`config.mk`:
```
export PLATFORM = sky130hd
export DESIGN_NAME = ctrl_sequencer_flat
export DESIGN_NICKNAME = d
export VERILOG_FILES = /design/src/rtl/ctrl_sequencer_pkg.sv /design/src/rtl/ctrl_sequencer_if.sv /design/src/rtl/ctrl_sequencer_mem_wait_timer.sv /design/src/rtl/ctrl_sequencer.sv /design/src/flat_wrapper.sv
export SDC_FILE = /design/constraint.sdc
export NUM_CORES = 1
export LEC_CHECK = 0
export CAP_MARGIN = 20
export CORE_UTILIZATION = 46
export CTS_BUF_LIST = sky130_fd_sc_hd__clkbuf_8
export CTS_CLUSTER_SIZE = 28
export DETAILED_ROUTE_END_ITERATION = 16
export PLACE_DENSITY = 0.77
export SYNTH_ARGS = -nofsm -noshare
export SYNTH_HDL_FRONTEND = slang
export SYNTH_HIERARCHICAL = 1
export SYNTH_SLANG_ARGS = --single-unit
```
`constraint.sdc`:
```
create_clock -name clk -period 1.7 [get_ports clk]
set_input_delay 0.34 -clock clk [delete_from_list [all_inputs] [get_ports clk]]
set_output_delay 0.34 -clock clk [all_outputs]
set_load 0.02 [all_outputs]
```
`src/rtl/ctrl_sequencer_pkg.sv`:
```
// Shared definitions for the CPU control sequencer: state encoding,
// opcode values, strobe bundle and the per-state strobe decode.
package cpu_ctrl_pkg;

   localparam int MEM_TIMEOUT_DEFAULT = 8;

   typedef enum logic [3:0] {
      S_IDLE     = 4'd0,
      S_FETCH_PC = 4'd1,
      S_FETCH_RD = 4'd2,
      S_FETCH_IR = 4'd3,
      S_DECODE   = 4'd4,
      S_EX_ADDR  = 4'd5,
      S_LOAD     = 4'd6,
      S_STORE    = 4'd7,
      S_JUMP     = 4'd8,
      S_OUTY     = 4'd9,
      S_HALT     = 4'd10,
      S_FAULT    = 4'd11
   } state_t;

   localparam logic [3:0] OP_NOP   = 4'h0;
   localparam logic [3:0] OP_LOAD  = 4'h1;
   localparam logic [3:0] OP_STORE = 4'h2;
   localparam logic [3:0] OP_JMP   = 4'h3;
   localparam logic [3:0] OP_OUTY  = 4'h4;
   localparam logic [3:0] OP_HALT  = 4'hF;

   typedef struct packed {
      logic pc_in;
      logic pc_out;
      logic pc_inc;
      logic mar_in;
      logic mar_mramout;
      logic mbr_in;
      logic mbr_out;
      logic dram_in;
      logic dram_out;
      logic ir_in;
      logic ir_out;
      logic y_in;
      logic en;
      logic halted;
      logic fault;
   } strobes_t;

   // Every strobe a state raises; anything not named here stays low, which
   // keeps pc_out/mbr_out/ir_out mutually exclusive and en tied to mar_mramout.
   function automatic strobes_t decode_strobes(state_t s);
      strobes_t st;
      st = '0;
      case (s)
         S_FETCH_PC: begin st.pc_out = 1'b1; st.mar_in = 1'b1; end
         S_FETCH_RD: begin st.mar_mramout = 1'b1; st.en = 1'b1; end
         S_FETCH_IR: begin st.mbr_out = 1'b1; st.ir_in = 1'b1; st.pc_inc = 1'b1; end
         S_EX_ADDR:  begin st.ir_out = 1'b1; st.mar_in = 1'b1; end
         S_LOAD:     begin st.mar_mramout = 1'b1; st.en = 1'b1; st.dram_out = 1'b1; st.mbr_in = 1'b1; end
         S_STORE:    begin st.mar_mramout = 1'b1; st.en = 1'b1; st.mbr_out = 1'b1; st.dram_in = 1'b1; end
         S_JUMP:     begin st.ir_out = 1'b1; st.pc_in = 1'b1; end
         S_OUTY:     begin st.mbr_out = 1'b1; st.y_in = 1'b1; end
         S_HALT:     st.halted = 1'b1;
         S_FAULT:    st.fault = 1'b1;
         default:    st = '0;
      endcase
      return st;
   endfunction

   // Opcodes 5..E have no meaning and are executed as NOP.
   function automatic logic is_illegal(logic [3:0] op);
      return !(op inside {OP_NOP, OP_LOAD, OP_STORE, OP_JMP, OP_OUTY, OP_HALT});
   endfunction

endpackage

```
`src/rtl/ctrl_sequencer_if.sv`:
```
// Handshake and strobe bundle between the sequencer (master) and the
// datapath/memory side (slave).
interface ctrl_sequencer_if;

   logic       run;
   logic       mem_ready;
   logic [3:0] opcode;

   logic       pc_in;
   logic       pc_out;
   logic       pc_inc;
   logic       mar_in;
   logic       mar_mramout;
   logic       mbr_in;
   logic       mbr_out;
   logic       dram_in;
   logic       dram_out;
   logic       ir_in;
   logic       ir_out;
   logic       y_in;
   logic       en;
   logic [3:0] state;
   logic       halted;
   logic       fault;
   logic       illegal;

   modport master (
      input  run, mem_ready, opcode,
      output pc_in, pc_out, pc_inc, mar_in, mar_mramout, mbr_in, mbr_out,
             dram_in, dram_out, ir_in, ir_out, y_in, en, state, halted,
             fault, illegal
   );

   modport slave (
      output run, mem_ready, opcode,
      input  pc_in, pc_out, pc_inc, mar_in, mar_mramout, mbr_in, mbr_out,
             dram_in, dram_out, ir_in, ir_out, y_in, en, state, halted,
             fault, illegal
   );

endinterface

```
`src/rtl/ctrl_sequencer_mem_wait_timer.sv`:
```
// Counts wait cycles spent in a memory state and flags the last allowed one.
module mem_wait_timer #(
   parameter int MAX_WAIT = 8
) (
   input  logic clk,
   input  logic reset,
   input  logic clear,
   input  logic count_en,
   output logic timeout
);

   localparam int W = $clog2(MAX_WAIT + 1);
   localparam logic [W-1:0] LAST = W'(MAX_WAIT - 1);

   logic [W-1:0] count;

   assign timeout = (count == LAST);

   // Held at zero outside memory states so each entry starts fresh; saturates at LAST.
   always_ff @(posedge clk or negedge reset) begin
      if (!reset) begin
         count <= '0;
      end else if (clear) begin
         count <= '0;
      end else if (count_en && !timeout) begin
         count <= count + 1'b1;
      end
   end

endmodule

```
`src/rtl/ctrl_sequencer.sv`:
```
// Moore micro-sequencer owning every bus-transfer strobe of the CPU
// datapath: fetch, decode and execute with a bounded memory-ready wait.
module ctrl_sequencer
   import cpu_ctrl_pkg::*;
#(
   parameter int MEM_TIMEOUT = MEM_TIMEOUT_DEFAULT
) (
   input logic               clk,
   input logic               reset,
   ctrl_sequencer_if.master  bus
);

   state_t     state_q;
   state_t     next_state;
   strobes_t   strobe_q;
   logic [3:0] op_q;
   logic       in_mem_state;
   logic       timeout;

   assign in_mem_state = (state_q == S_FETCH_RD) || (state_q == S_LOAD) || (state_q == S_STORE);

   mem_wait_timer #(
      .MAX_WAIT (MEM_TIMEOUT)
   ) u_timer (
      .clk      (clk),
      .reset    (reset),
      .clear    (!in_mem_state),
      .count_en (in_mem_state && !bus.mem_ready),
      .timeout  (timeout)
   );

   // Next-state selection; mem_ready takes priority over an expiring wait.
   always_comb begin
      next_state = state_q;
      case (state_q)
         S_IDLE:     next_state = S_FETCH_PC;
         S_FETCH_PC: if (bus.run) next_state = S_FETCH_RD;
         S_FETCH_RD: begin
            if (bus.mem_ready)  next_state = S_FETCH_IR;
            else if (timeout)   next_state = S_FAULT;
         end
         S_FETCH_IR: next_state = S_DECODE;
         S_DECODE: begin
            case (bus.opcode)
               OP_LOAD, OP_STORE: next_state = S_EX_ADDR;
               OP_JMP:            next_state = S_JUMP;
               OP_OUTY:           next_state = S_OUTY;
               OP_HALT:           next_state = S_HALT;
               default:           next_state = S_FETCH_PC;
            endcase
         end
         S_EX_ADDR:  next_state = (op_q == OP_STORE) ? S_STORE : S_LOAD;
         S_LOAD, S_STORE: begin
            if (bus.mem_ready)  next_state = S_FETCH_PC;
            else if (timeout)   next_state = S_FAULT;
         end
         S_JUMP, S_OUTY: next_state = S_FETCH_PC;
         S_HALT:     next_state = S_HALT;
         S_FAULT:    next_state = S_FAULT;
         default:    next_state = S_IDLE;
      endcase
   end

   // State, registered strobes (decoded from the upcoming state) and opcode latch.
   always_ff @(posedge clk or negedge reset) begin
      if (!reset) begin
         state_q  <= S_IDLE;
         strobe_q <= '0;
         op_q     <= OP_NOP;
      end else begin
         state_q  <= next_state;
         strobe_q <= decode_strobes(next_state);
         if (state_q == S_DECODE) begin
            op_q <= bus.opcode;
         end
      end
   end

   assign bus.pc_in       = strobe_q.pc_in;
   assign bus.pc_out      = strobe_q.pc_out;
   assign bus.pc_inc      = strobe_q.pc_inc;
   assign bus.mar_in      = strobe_q.mar_in;
   assign bus.mar_mramout = strobe_q.mar_mramout;
   assign bus.mbr_in      = strobe_q.mbr_in;
   assign bus.mbr_out     = strobe_q.mbr_out;
   assign bus.dram_in     = strobe_q.dram_in;
   assign bus.dram_out    = strobe_q.dram_out;
   assign bus.ir_in       = strobe_q.ir_in;
   assign bus.ir_out      = strobe_q.ir_out;
   assign bus.y_in        = strobe_q.y_in;
   assign bus.en          = strobe_q.en;
   assign bus.halted      = strobe_q.halted;
   assign bus.fault       = strobe_q.fault;
   assign bus.state       = state_q;
   assign bus.illegal     = (state_q == S_DECODE) && is_illegal(bus.opcode);

endmodule

```
`src/flat_wrapper.sv`:
```
// flat-port wrapper written by rule: the top's interface ports become plain ports
module ctrl_sequencer_flat import cpu_ctrl_pkg::*;
#(
   parameter int MEM_TIMEOUT = MEM_TIMEOUT_DEFAULT
)
  (clk, reset, bus_run, bus_mem_ready, bus_opcode, bus_pc_in, bus_pc_out, bus_pc_inc, bus_mar_in, bus_mar_mramout, bus_mbr_in, bus_mbr_out, bus_dram_in, bus_dram_out, bus_ir_in, bus_ir_out, bus_y_in, bus_en, bus_state, bus_halted, bus_fault, bus_illegal);
  ctrl_sequencer_if bus_i ();
  input logic clk;
  input logic reset;
  input wire logic [$bits(bus_i.run)-1:0] bus_run;
  input wire logic [$bits(bus_i.mem_ready)-1:0] bus_mem_ready;
  input wire logic [$bits(bus_i.opcode)-1:0] bus_opcode;
  output wire logic [$bits(bus_i.pc_in)-1:0] bus_pc_in;
  output wire logic [$bits(bus_i.pc_out)-1:0] bus_pc_out;
  output wire logic [$bits(bus_i.pc_inc)-1:0] bus_pc_inc;
  output wire logic [$bits(bus_i.mar_in)-1:0] bus_mar_in;
  output wire logic [$bits(bus_i.mar_mramout)-1:0] bus_mar_mramout;
  output wire logic [$bits(bus_i.mbr_in)-1:0] bus_mbr_in;
  output wire logic [$bits(bus_i.mbr_out)-1:0] bus_mbr_out;
  output wire logic [$bits(bus_i.dram_in)-1:0] bus_dram_in;
  output wire logic [$bits(bus_i.dram_out)-1:0] bus_dram_out;
  output wire logic [$bits(bus_i.ir_in)-1:0] bus_ir_in;
  output wire logic [$bits(bus_i.ir_out)-1:0] bus_ir_out;
  output wire logic [$bits(bus_i.y_in)-1:0] bus_y_in;
  output wire logic [$bits(bus_i.en)-1:0] bus_en;
  output wire logic [$bits(bus_i.state)-1:0] bus_state;
  output wire logic [$bits(bus_i.halted)-1:0] bus_halted;
  output wire logic [$bits(bus_i.fault)-1:0] bus_fault;
  output wire logic [$bits(bus_i.illegal)-1:0] bus_illegal;
  assign bus_i.run = bus_run;
  assign bus_i.mem_ready = bus_mem_ready;
  assign bus_i.opcode = bus_opcode;
  assign bus_pc_in = bus_i.pc_in;
  assign bus_pc_out = bus_i.pc_out;
  assign bus_pc_inc = bus_i.pc_inc;
  assign bus_mar_in = bus_i.mar_in;
  assign bus_mar_mramout = bus_i.mar_mramout;
  assign bus_mbr_in = bus_i.mbr_in;
  assign bus_mbr_out = bus_i.mbr_out;
  assign bus_dram_in = bus_i.dram_in;
  assign bus_dram_out = bus_i.dram_out;
  assign bus_ir_in = bus_i.ir_in;
  assign bus_ir_out = bus_i.ir_out;
  assign bus_y_in = bus_i.y_in;
  assign bus_en = bus_i.en;
  assign bus_state = bus_i.state;
  assign bus_halted = bus_i.halted;
  assign bus_fault = bus_i.fault;
  assign bus_illegal = bus_i.illegal;
  ctrl_sequencer #(.MEM_TIMEOUT(MEM_TIMEOUT)) u_core (.clk(clk), .reset(reset), .bus(bus_i));
endmodule
```
After elaboration in Yosys (flattened, before gate mapping)
Cells that the tools add are included.
Widths: inputs -> output; s select.
{"block": "word_totals", "ram_bits": 0, "reg_bits": 24, "out_inout_bits": 20, "mem_count": 0, "word_cells": 84, "mem_bits_ro": 0, "input_bits": 8, "latch_bits": 0}
{"block": "classes", "shifts": 0, "n_eq_ne": 29, "add_sub_neg": 1, "order_cmp": 0, "n_bitwise": 0, "n_reduce_logical": 18, "div_mod_pow": 0, "muxes": 21, "mul": 0}
{"op": "$eq 4x3->1 const B", "n": 9}
{"op": "$eq 4x4->1 const B", "n": 9}
{"op": "$pmux 4 s9", "n": 1}
{"op": "$eq 4x2->1 const B", "n": 7}
{"op": "$mux 4", "n": 6}
{"op": "$pmux 4 s4", "n": 1}
{"op": "$mux 1", "n": 13}
{"op": "$eq 4x1->1 const B", "n": 3}
{"op": "$reduce_or 3->1", "n": 3}
{"op": "$logic_not 4->1", "n": 2}
{"op": "$reduce_or 2->1", "n": 4}
{"op": "$reduce_bool 6->1", "n": 1}
{"op": "$add 4x1->4 const B", "n": 1}
{"op": "$logic_and 1x1->1", "n": 3}
{"op": "$logic_not 1->1", "n": 3}
{"op": "$logic_or 1x1->1", "n": 2}
{"op": "$ne 2x2->1 const B", "n": 1}

Logic depth before layout (Yosys ltp)
{"block": "depth", "ltp_word": 7, "mapped_depth": 8, "depth_no_buf": 8}

Hierarchy
Netlist, hierarchy kept.
{"module": "ctrl_sequencer", "area_each_um2": 993.5, "seq_area_each_um2": 500.5, "n_inst": 1, "cells_per_inst": 91}
{"module": "mem_wait_timer", "area_each_um2": 211.5, "seq_area_each_um2": 100.1, "n_inst": 1, "cells_per_inst": 20}

Worst setup path after synthesis
No wires, ideal clock.
{"block": "synth_timing", "kind": "flip-flop to output port", "start": "reg u_core.state_q[1] (netlist: u_core/bus.state[1])", "end": "out bus_illegal", "required_time_ps": 1360, "setup_slack_ps": -171, "t_arrival_ps": 1531, "path_stages_with_launch": 5, "path_buffers": 1, "path_cell_list": "dfrtp_1 buf_6 nor4b_4 o21ai_0 nor2_1"}
{"block": "synth_via", "elab_chain_cells": 2}
{"item": "start: declaration", "line": "ctrl_sequencer.sv:13", "source": "state_t state_q;"}
{"item": "start signal: assignment", "line": "ctrl_sequencer.sv:71", "source": "state_q <= next_state;"}
{"item": "$eq 4x3->1", "line": "ctrl_sequencer.sv:95", "source": "assign bus.illegal = (state_q == S_DECODE) && is_illegal(bus.opcode);"}
{"item": "$logic_and 1x1->1", "line": "ctrl_sequencer.sv:95"}
{"item": "end: declaration", "line": "flat_wrapper.sv:29", "source": "output wire logic [$bits(bus_i.illegal)-1:0] bus_illegal;"}
Every way passes these cells.

Worst setup path in the final report
{"block": "layout_timing", "start": "reg u_core.u_timer.count[1]", "end": "reg u_core.strobe_q (netlist bit u_core/bus.ir_in)"}
{"block": "layout_via", "elab_chain_cells": 6, "word_cells_on_any_way": 7, "classes_between": "2 x eq/ne; 5 x mux"}
{"item": "start: declaration", "line": "ctrl_sequencer_mem_wait_timer.sv:15", "source": "logic [W-1:0] count;"}
{"item": "start signal: assignment", "line": "ctrl_sequencer_mem_wait_timer.sv:26", "source": "count <= count + 1'b1;"}
{"item": "$eq 4x3->1 (*)", "line": "ctrl_sequencer_mem_wait_timer.sv:17", "source": "assign timeout = (count == LAST);"}
{"item": "named net u_core.timeout", "line": "ctrl_sequencer.sv:18", "source": "logic timeout;"}
{"item": "$mux 4 (*)", "line": "ctrl_sequencer.sv:40, ctrl_sequencer.sv:55"}
{"item": "$mux 4, on equally long branches", "line": "ctrl_sequencer.sv:54, ctrl_sequencer.sv:39"}
{"item": "$pmux 4 s9 (*)", "line": "ctrl_sequencer.sv:35", "source": "case (state_q)"}
{"item": "named net u_core.next_state[0]", "line": "ctrl_sequencer.sv:14", "source": "state_t next_state;"}
{"item": "$eq 4x2->1 (*)", "line": "ctrl_sequencer_pkg.sv:52", "source": "case (s)"}
{"item": "$mux 1 (*)", "line": "ctrl_sequencer_pkg.sv:52"}
{"item": "end signal: assignment", "line": "ctrl_sequencer.sv:72", "source": "strobe_q <= decode_strobes(next_state);"}
{"item": "end: declaration", "line": "ctrl_sequencer.sv:15", "source": "strobes_t strobe_q;"}
Mark *: on every way through the listed nets, which the timed path passes. The rest lies on a longest branch.
A chain may end at the register's enable or synchronous reset.

==> impl_metrics.py <==
metrics = {
    "outcome": {
        "status": "finished, violations left",
        "violations": "negative setup slack",
    },
    "placed_design": {
        "gp_congestion": 0.846,
        "io_buffers": 27,
        "detailed_place_hpwl_mm": 2.16,
        "placed_cell_area_sq_um": 1640,
    },
    "drt": {
        "wl_per_cell_microns": 18.0,
        "post_drt_via_cell_ratio": 5.46,
        "drc": 0,
        "wl_mm": 3.60,
        "drt-initial-drc-count": 19,
        "antenna_left": 0,
        "vias": 1092,
        "dr.pass1.iters": 4,
    },
    "power": {
        "p_leak_nw": 0.869,
        "ir_worst_vdd_uv": 1380,
        "p_per_area_nw_per_um2": 1610,
    },
    "sta": {
        "finClkSkew_ns": 0.00848,
        "finalSetupViolCount": 13,
        "fin_crit_sh": 1.02,
        "finalSetupTns_ns": -0.311,
        "rsz0062_at_grt": "yes",
        "report.final.slew_viol_count": 0,
        "slew_headroom": 0.671,
        "worstMarginPinSlew_ns": 0.490,
        "setup_slack_ns": -0.0420,
        "finalHoldViolations": 0,
        "fmax_mhz": 574,
        "finalCriticalPeriod_ns": 1.74,
    },
    "worst_setup_path": {
        "startpoint": "u_core/u_timer/count[1]$_DFFE_PN0P_",
        "required_ns": 1.86,
        "end_kind": "flip-flop",
        "setup.worst_path.class": "flip-flop to flip-flop",
        "rr_startpoint": "u_core/u_timer/count[1]$_DFFE_PN0P_",
        "cp_max_fo": 5,
        "critPathLaunchType": "flip-flop",
        "arrival_ns": 1.91,
    },
    "synth": {
        "ys_seq_area_frac": 0.498,
        "netlist.area_leader.share": 0.498,
        "syn_area_sq_um": 1200,
        "syn_inst": 111,
        "synth-async-reset-ratio": 1.00,
        "yosys_warnings": 6,
        "synth_area_per_cell_sq_um": 10.9,
        "synth_area_leaders": "dfrtp_1 50%, mux2_2 4.7%, nor2_1 3.1%, buf_6 2.8%, nor3_1 2.5%",
        "synth_edf_count": 0,
        "syn_nets": 120,
        "ys_ff_latch": 24,
        "yosysTopAreaCell": "dfrtp_1",
        "ys.flop_type": "dfrtp_1",
        "yosysUniqueCellTypes": 43,
    },
    "die": {
        "die_h_microns": 53.2,
        "core_sq_um": 2480,
        "initial_utilization": 0.486,
        "die_w_microns": 53.2,
        "io-pin-count": 28,
        "dieArea_sq_um": 2830,
        "rows": 18,
    },
    "global_routing": {
        "grt_pass1_vias": 1069,
        "grt_pass1_wl_mm": 4.67,
        "overflow": 0,
        "grt_usage": 0.243,
        "antenna_found_initial": 0,
        "grt_start_max_net_pins": 25,
    },
    "final_layout": {
        "final-seq-area_sq_um": 603,
        "fillers": 159,
        "diodes": 0,
        "final_nets": 180,
        "multi_input_area_sq_um": 638,
        "drive_above_1_share": 0.482,
        "fin_area_sq_um": 1900,
        "syn2layout_area_growth_pct": 57.8,
    },
    "clock_tree": {
        "clkLatencyLatePin_ns": 0.27,
        "clk_pin_slew_ns": 0.09,
        "cts_max_level": 1,
        "cts_sinks": 24,
        "tritoncts": "built",
        "clock_path_buffers": 2,
        "numCtsBuffers": 3,
        "hold_buffers": 0,
        "cts_root_buf": "clkbuf_8",
    },
    "min_path": {
        "worstHoldPathType": "input port to asynchronous set/reset pin",
    },
    "flow_run": {
        "drv_cap": 0,
    },
}
area by class of cell:
cell class | instances | share of cell area
clock buffers | 4 | 0.0289
inverters | 7 | 0.0151
multi-input cells | 73 | 0.336
flip-flops and latches | 24 | 0.317
well taps | 30 | 0.0197
repair buffers | 62 | 0.284
Yosys cell counts (2+ instances only):
cell type  instances
nor2b_1            4
nand2_2            2
dfrtp_1           24
nand2b_1           2
mux2_2             5
buf_4              3
buf_6              3
a21oi_1            3
o21ai_0            2
nor2_1            10
nor3_1             6
inv_2              3
nand2_1            7
o211ai_1           2
and4_1             3
nand3_1            2
inv_1              4
repair_timing:
item	in CTS	in global routing
setup endpoints to repair	20	18
buffers inserted	5	6
pin swaps	4	16
resized for setup	27	21
flip-flops by register name, indices dropped and copies added (netlist names):
register and cells:
u_core/bus.fault 1, u_core/bus.y_in 1, u_core/bus.en 1, u_core/op_q 4, u_core/bus.ir_out 1, u_core/u_timer/count 4, u_core/bus.state 4, u_core/bus.dram_in 1
u_core/bus.mbr_out 1, u_core/bus.halted 1, u_core/bus.mar_in 1, u_core/bus.pc_out 1, u_core/bus.ir_in 1, u_core/bus.dram_out 1, u_core/bus.pc_in 1
placed cells by master (no fill, tap or decap), types with 2 or more instances in the layout:
cell type and n:
buf_4 31, dfrtp_1 22, clkdlybuf4s50_1 18, dlygate4sd2_1 8
nor2_1 6, nand2_1 6, buf_6 5, mux2_2 5
clkbuf_8 4, nor3_2 4, nor2_2 4, inv_1 3
inv_2 3, o21ai_1 3, nor2b_4 2, nor3_1 2
o211ai_1 2, nand3_1 2, and4_1 2, nand2_4 2
a21oi_2 2, dfrtp_2 2, nand2b_1 2
cell families after synthesis:
group,share of synthesized area
xor gates and xnor gates,0.0145
adders and majority gates,0.0104
and+or+nand+nor,0.219
buffers and inverters,0.0716
AOI/OAI and AO/OA,0.131
DFF,0.498
muxes,0.0550
final timing paths:
kind / endpoint / slack, ns / depth (start not counted)
max in group asynchronous: u_core/bus.state[0]$_DFF_PN0_ / 1.03 / 2
min in group clk: u_core/op_q[1]$_DFFE_PN0P_ / 0.51 / 1
hold / removal: u_core/u_timer/count[3]$_DFFE_PN0P_ / 0.41 / 2
setup / recovery: u_core/bus.ir_in$_DFF_PN0_ / -0.04 / 7
hold reg to reg: u_core/op_q[1]$_DFFE_PN0P_ / 0.51 / 1
setup reg to reg: u_core/bus.ir_in$_DFF_PN0_ / -0.04 / 7
worst max-delay path: stages, from the launching register on:
cell	delay (ns)
dfrtp_1	0.39
ha_2	0.20
and3b_2	0.23
o311ai_2	0.26
o2111a_2	0.33
inv_2	0.09
nand2_4	0.08
nor2_1	0.06
per-stage QoR:
step	hold WS [ns]	utilization	total power, W	setup slack, ns	instances
3_5_place_dp	0.495	0.662	0.00219	-0.410	185
6_report	0.410	0.768	0.00306	-0.0420	200
5_1_grt	0.449	0.768	0.00319	-0.106	200
2_1_floorplan	0.0444	-	0.00167	-0.0804	111
4_1_cts	0.423	0.714	0.00268	-0.0542	194
3_3_place_gp	0.480	0.662	0.00213	-0.372	185
routing by layer:
metal  vias up  global-route usage  wire [microns]
met1       543               0.268            1380
met3         7              0.0603             160
met4         0               0.101              62
met2        37               0.437            2000
li1        505                   -               -
met5         -                   0               0
power by group:
group          internal [W]  leakage (nW)  total, W  switching, W
clock              0.000207        0.0288  0.000396      0.000189
sequential         0.000726         0.314  0.000816     0.0000905
combinational      0.000895         0.526   0.00184      0.000949
total               0.00183         0.869   0.00306       0.00123
No activity file was read; power rests on OpenSTA's default activity.
